[src/rtl/dmc_dma_ctrl_pkg.sv]
// Purpose : shared types and constants for the APU DMC sample-fetch DMA.
// Contents: FSM state enum, default bus base for DMC samples, address helper.
// Used by : dmc_dma_ctrl.
package dmc_dma_ctrl_pkg;

    typedef enum logic [2:0] {
        IDLE  = 3'd0,
        HALT  = 3'd1,
        DUMMY = 3'd2,
        ALIGN = 3'd3,
        GET   = 3'd4,
        DATA  = 3'd5
    } dmc_dma_state_t;

    // DMC samples live in the upper half of the CPU address map.
    localparam logic [15:0] DMC_ADDR_BASE = 16'h8000;

    // The base is OR'd (not added) onto the 15-bit address, so bit 15 always
    // comes from the base and address wrap remains the APU's problem.
    function automatic logic [15:0] dmc_bus_addr(input logic [15:0] base,
                                                 input logic [14:0] addr);
        return base | {1'b0, addr};
    endfunction

endpackage

[src/rtl/dmc_dma_ctrl.sv]
// Purpose : bus-side responder for APU DMC sample fetches; halts the CPU, does one bus read, returns the byte.
// Latency : dmc_re to dmc_data_valid is 4 CPU cycles, +1 for put-cycle alignment, +1 per CPU write seen while halting.
// Backpres: stalls the CPU via cpu_rdy and OAM DMA via oam_pause; dmc_re while busy is dropped, never queued.
// Ports   : clk/rst (async, active high); cpu_clk_en qualifies every state change;
//           APU side  dmc_re/dmc_addr in, dmc_read_data/dmc_data_valid out, apu_put_cycle in;
//           CPU side  cpu_rw in, cpu_rdy out; OAM side oam_dma_active in, oam_pause out;
//           bus side  bus_owner/bus_addr/bus_re out, bus_rd_data in; busy = request outstanding.
module dmc_dma_ctrl
    import dmc_dma_ctrl_pkg::*;
#(
    parameter logic [15:0] ADDR_BASE = DMC_ADDR_BASE,
    parameter bit          ALIGN_EN  = 1'b1
) (
    input  logic        clk,
    input  logic        rst,
    input  logic        cpu_clk_en,
    input  logic        apu_put_cycle,
    input  logic        dmc_re,
    input  logic [14:0] dmc_addr,
    output logic [7:0]  dmc_read_data,
    output logic        dmc_data_valid,
    input  logic        cpu_rw,
    output logic        cpu_rdy,
    input  logic        oam_dma_active,
    output logic        oam_pause,
    output logic        bus_owner,
    output logic [15:0] bus_addr,
    output logic        bus_re,
    input  logic [7:0]  bus_rd_data,
    output logic        busy
);

    dmc_dma_state_t state_q;
    dmc_dma_state_t state_d;
    logic [14:0]    addr_q;

    always_ff @(posedge clk or posedge rst) begin
        if (rst) begin
            state_q        <= IDLE;
            addr_q         <= '0;
            dmc_read_data  <= '0;
            dmc_data_valid <= 1'b0;
        end else begin
            // Strobe lasts exactly one clk even if cpu_clk_en drops afterwards.
            dmc_data_valid <= 1'b0;
            if (cpu_clk_en) begin
                state_q <= state_d;
                // Only sampled in IDLE: a request while busy must not disturb
                // the address of the fetch already in flight.
                if (state_q == IDLE && dmc_re) begin
                    addr_q <= dmc_addr;
                end
                // bus_rd_data is valid on the enable following the GET read.
                if (state_q == DATA) begin
                    dmc_read_data  <= bus_rd_data;
                    dmc_data_valid <= 1'b1;
                end
            end
        end
    end

    always_comb begin
        state_d   = state_q;
        cpu_rdy   = 1'b0;
        busy      = 1'b1;
        oam_pause = 1'b0;
        bus_owner = 1'b0;
        bus_re    = 1'b0;
        bus_addr  = 16'h0000;
        case (state_q)
            IDLE: begin
                cpu_rdy = 1'b1;
                busy    = 1'b0;
                if (dmc_re) begin
                    state_d = HALT;
                end
            end
            HALT: begin
                // The CPU ignores RDY on write cycles, so wait for a read.
                // An active OAM DMA already has the CPU halted.
                if (cpu_rw || oam_dma_active) begin
                    state_d = DUMMY;
                end
            end
            DUMMY: begin
                oam_pause = 1'b1;
                state_d   = (ALIGN_EN && apu_put_cycle) ? ALIGN : GET;
            end
            ALIGN: begin
                oam_pause = 1'b1;
                state_d   = GET;
            end
            GET: begin
                oam_pause = 1'b1;
                bus_owner = 1'b1;
                bus_re    = 1'b1;
                bus_addr  = dmc_bus_addr(ADDR_BASE, addr_q);
                state_d   = DATA;
            end
            DATA: begin
                state_d = IDLE;
            end
            default: begin
                state_d = IDLE;
            end
        endcase
    end

endmodule

[config.mk]
export PLATFORM = sky130hd
export DESIGN_NAME = dmc_dma_ctrl
export DESIGN_NICKNAME = d
export VERILOG_FILES = /design/src/rtl/dmc_dma_ctrl_pkg.sv /design/src/rtl/dmc_dma_ctrl.sv
export SDC_FILE = /design/constraint.sdc
export NUM_CORES = 1
export LEC_CHECK = 0
export BUFFER_PORTS_ARGS = -buffer_cell sky130_fd_sc_hd__buf_2
export CORE_ASPECT_RATIO = 0.5
export CORE_MARGIN = 1
export CORE_UTILIZATION = 41
export CTS_CLUSTER_DIAMETER = 60
export DETAILED_ROUTE_END_ITERATION = 10
export PLACE_DENSITY = 0.8
export SYNTH_ARGS = -nofsm -noshare
export SYNTH_HDL_FRONTEND = slang
export SYNTH_SLANG_ARGS = --single-unit
[constraint.sdc]
create_clock -name clk -period 2.8 [get_ports clk]
set_input_delay 0.28 -clock clk [delete_from_list [all_inputs] [get_ports clk]]
set_output_delay 0.28 -clock clk [all_outputs]
set_load 0.02 [all_outputs]
Yosys cells after proc, flatten, opt, wreduce, memory -nomap -nowiden
Cells that the tools add are included.

cells by class
  reductions and logical operators = 7
  mux-type cells = 11
  shifts and indexed selects = 0
  $lt $le $gt $ge = 0
  bitwise operators = 0
  $mul = 0
  div/mod/pow operators = 0
  $add $sub $neg = 0
  equal/unequal tests = 7

operators with widths
  operator                                                               count
  16-bit two-way mux                                                     1
  3-bit one-hot mux with 5 select lines                                  1
  3-bit two-way mux                                                      3
  3-bit by 2-bit equality test with 1-bit output, second input constant  2
  3-bit equality test, second input constant                             2
  1-bit two-way mux                                                      6
  2-bit != test, second input constant                                   2
  2-bit AND reduction                                                    2
  3-bit by 1-bit equality test with 1-bit output, second input constant  1
  3-bit zero test                                                        1
  3-bit AND reduction                                                    1
  3-bit OR reduction                                                     1
  1-bit logical AND                                                      1
  1-bit logical OR                                                       1

storage, ports and cells
  bits in latches = 0
  flip-flop bits (word level) = 27
  input bits = 30
  RAM bits = 0
  output and inout bits = 30
  memories = 0
  bits in read-only memories = 0

Logic depth before layout (Yosys ltp)
  depth in word-level cells = 3
  depth in mapped cells = 5
  depth with buffers taken out = 3

Least setup slack after synthesis
OpenSTA, ideal clock, no wires.

  path kind = reg-to-output
  start point = register state_q[2]
  end point = output busy
  cell stages (with the launch flop) = 4
  arrival time = 1.366 ns
  setup slack = 1.154 ns
  cells stage by stage = dfrtp_1 -> clkbuf_1 -> nor3_1 -> inv_1

between the ends
  longest elaborated chain between the ends = 2

RTL lines
  element                 RTL line            text
  from (decl)             dmc_dma_ctrl.sv:33  dmc_dma_state_t state_q;
  from (signal assigned)  dmc_dma_ctrl.sv:47  state_q <= state_d;
  3-bit zero test         dmc_dma_ctrl.sv:70  case (state_q)
  1-bit two-way mux       dmc_dma_ctrl.sv:70
  to (decl)               dmc_dma_ctrl.sv:30  output logic busy

No other way between the ends.

Worst setup path in the final report
  start point = register state_q[2]
  end point = output oam_pause

between the ends
  longest elaborated chain between the ends = 3
  elaborated cells on any way between the ends = 5

RTL lines
  element                                                                                       RTL line            text
  3-bit equality test / 3-bit by 2-bit equality test with 1-bit output (equally long branches)  dmc_dma_ctrl.sv:70
  3-bit OR reduction (no line) *                                                                n/a
  1-bit two-way mux *                                                                           dmc_dma_ctrl.sv:70
  to (decl)                                                                                     dmc_dma_ctrl.sv:25  output logic oam_pause,

Mark *: on every way between the ends. The rest lies on a longest branch, timed or not.

==> impl_metrics.tcl <==
set metrics [dict create \
    synthTopCellsByCount "dfrtp_1 (27), and3_1 (15), mux2_2 (14)" \
    synth_area_mm2 0.00128 \
    grt_pass1_vias 902 \
    ys_top_cells_by_area "dfrtp_1 (53%), mux2_2 (12%), mux2_4 (12%), and3_1 (7.4%), a32o_1 (1.6%)" \
    cp_max_fo 25 \
    sw_frac_of_total 0.380 \
    wirelength_um 2310 \
    gp_congestion 0.713 \
    combPwrFrac 0.461 \
    drv_cap 0 \
    fin_skew_ns 0.00378 \
    gr-total-overflow 0 \
    synth-seq-cells 27 \
    post-route-min-period_ns 1.83 \
    utilization 0.586 \
    clk_pin_slew_ns 0.08 \
    yosys.area.top_type_share 0.529 \
    drive_gt1_frac 0.596 \
    crit_type "reg2out" \
    ant_nets 0 \
    slew_violations 0 \
    die_w_um 80.9 \
    rsz0062_at_grt "false" \
    initial_utilization 0.462 \
    grtUsageTotal 0.150 \
    wire_per_inst_um 12.3 \
    detail_route.iter0.violations 70 \
    clockBufferDepth 2 \
    clock-sinks 27 \
    startpoint_type "flop" \
    power.density_mw_per_mm2 1060 \
    die_h_um 41.5 \
    cts_tree "yes" \
    p_sw_w 0.000656 \
    clock_latency_ns 0.27 \
    p_int_w 0.00107 \
    outcome "finished, final reports clean" \
    die_area_mm2 0.00335 \
    synth-edff-count 0 \
    setup_viol 0 \
    port_buffers 59 \
    worst_pin_slew_ns 1.00 \
    vdd_drop_max_mv 0.391 \
    hold_buffers 0 \
    async_flop_share 1.00 \
    routed_via_density 4.80 \
    syn_inst 95 \
    yosys_warnings 0 \
    synth.most_common_cell "dfrtp_1" \
    ff2ff_setup_slack_ns 1.02 \
    via_count 903 \
    fin_setup_tns_ns 0 \
    cts-root-buf "clkbuf_8" \
    avgSynthCellArea_um2 13.4 \
    max_freq_mhz 547 \
    cp.required_ns 2.52 \
    core_area_mm2 0.00277 \
    fin_nets 182 \
    pwr-share-seq 0.417 \
    clockPowerShare 0.122 \
    io_pins 60 \
    first_pass_iters 4 \
    crit_arrival_ns 1.55 \
    row_count 13 \
    drc 0 \
    hold_viol 0 \
    cts_resized 0 \
    worstSetupEndpointType "output pin" \
    hpwl_um 1710 \
    grt_max_degree 28 \
    synthFlopType "dfrtp_1" \
    synth_area_leader_cell "dfrtp_1" \
    syn_to_final_growth_pct 27.0 \
    yosys.cell_types.count 23 \
    cts_made_buffers 3 \
    p_leak_nw 0.933 \
    cts_setup_buffers 0 \
    diodes 0 \
    synthesis.nets 125 \
    relSlewSlack 0.331 \
    hold_path_class "in2async" \
    ys_seq_area_frac 0.529 \
    min_period_over_period 0.652 \
    grt_pass1_wl_um 3930 \
    cts_max_level 1 \
    antenna_found_initial 0 \
]
[sequential cells by signal (all words and copies together) (netlist names)]
name            cells
addr_q             15
dmc_read_data       8
state_q             3
dmc_data_valid      1
[power by group through the flow]
stage / clock network (W) / registers, W / logic (W)
4_1_cts: 0.000221 / 0.000719 / 0.000805
3_3_place_gp: 0 / 0.000716 / 0.000787
2_1_floorplan: 0 / 0.000743 / 0.000577
3_5_place_dp: 0 / 0.000727 / 0.000804
6_report: 0.000210 / 0.000720 / 0.000795
5_1_grt: 0.000233 / 0.000755 / 0.000863
[cell type report]
cell class	count	area, um2
tap	37	46.3
clock buffer	4	45.0
inverter	4	15.0
fill	235	1140
sequential	27	676
multi-input combinational	57	543
timing repair buffer	59	295
[routing by layer]
metal | up-vias | wire (um) | track usage
li1 | 445 | - | -
met1 | 431 | 981 | 0.173
met2 | 25 | 1200 | 0.271
met3 | 2 | 112 | 0.0396
met4 | 0 | 15 | 0.0500
met5 | - | 0 | 0
[metrics by stage]
stage | cells | area [um2] | hold WS [ns] | power (W) | setup WS, ns
after global routing | 188 | 1620 | 0.226 | 0.00185 | 0.858
final | 188 | 1620 | 0.238 | 0.00173 | 0.973
after floorplan | 95 | 1280 | 0.333 | 0.00132 | 1.15
after detailed placement | 184 | 1580 | 0.487 | 0.00153 | 1.03
after global placement | 184 | 1580 | 0.480 | 0.00150 | 1.09
after CTS | 188 | 1620 | 0.231 | 0.00175 | 0.974
[cells in the final DEF, fill, tap and decap left out, types with 2 or more instances in the layout]
| cell type | instances |
|---|---|
| mux2_2 | 14 |
| clkbuf_8 | 3 |
| and3_1 | 15 |
| inv_1 | 4 |
| nor3_1 | 2 |
| nand2b_1 | 2 |
| dfrtp_1 | 27 |
| buf_2 | 59 |
| mux2_4 | 10 |
| o21ai_0 | 2 |
| a32o_1 | 2 |
[kinds of logic after synthesis]
family	synth area share
AO/OA/AOI/OAI	0.0422
AND/OR/NAND/NOR	0.142
multiplexers	0.241
flip-flops	0.529
buffers and inverters	0.0451
[final timing paths]
| kind | start | end | cells past startpoint |
|---|---|---|---|
| max | state_q[2] | oam_pause | 2 |
| min | rst | dmc_data_valid | 2 |
| max reg2reg | state_q[2] | addr_q[11] | 3 |
| min reg2reg | dmc_read_data[5] | dmc_read_data[5] | 1 |
| max in group asynchronous | rst | addr_q[14] | 2 |
| min in group clk | dmc_addr[2] | addr_q[2] | 2 |
[worst max-delay path, stage by stage, from the launching register on]
cell and delay [ns]:
dfrtp_1 0.73, mux2_2 0.39, buf_2 0.16
Power figures use the tool's default switching activity.
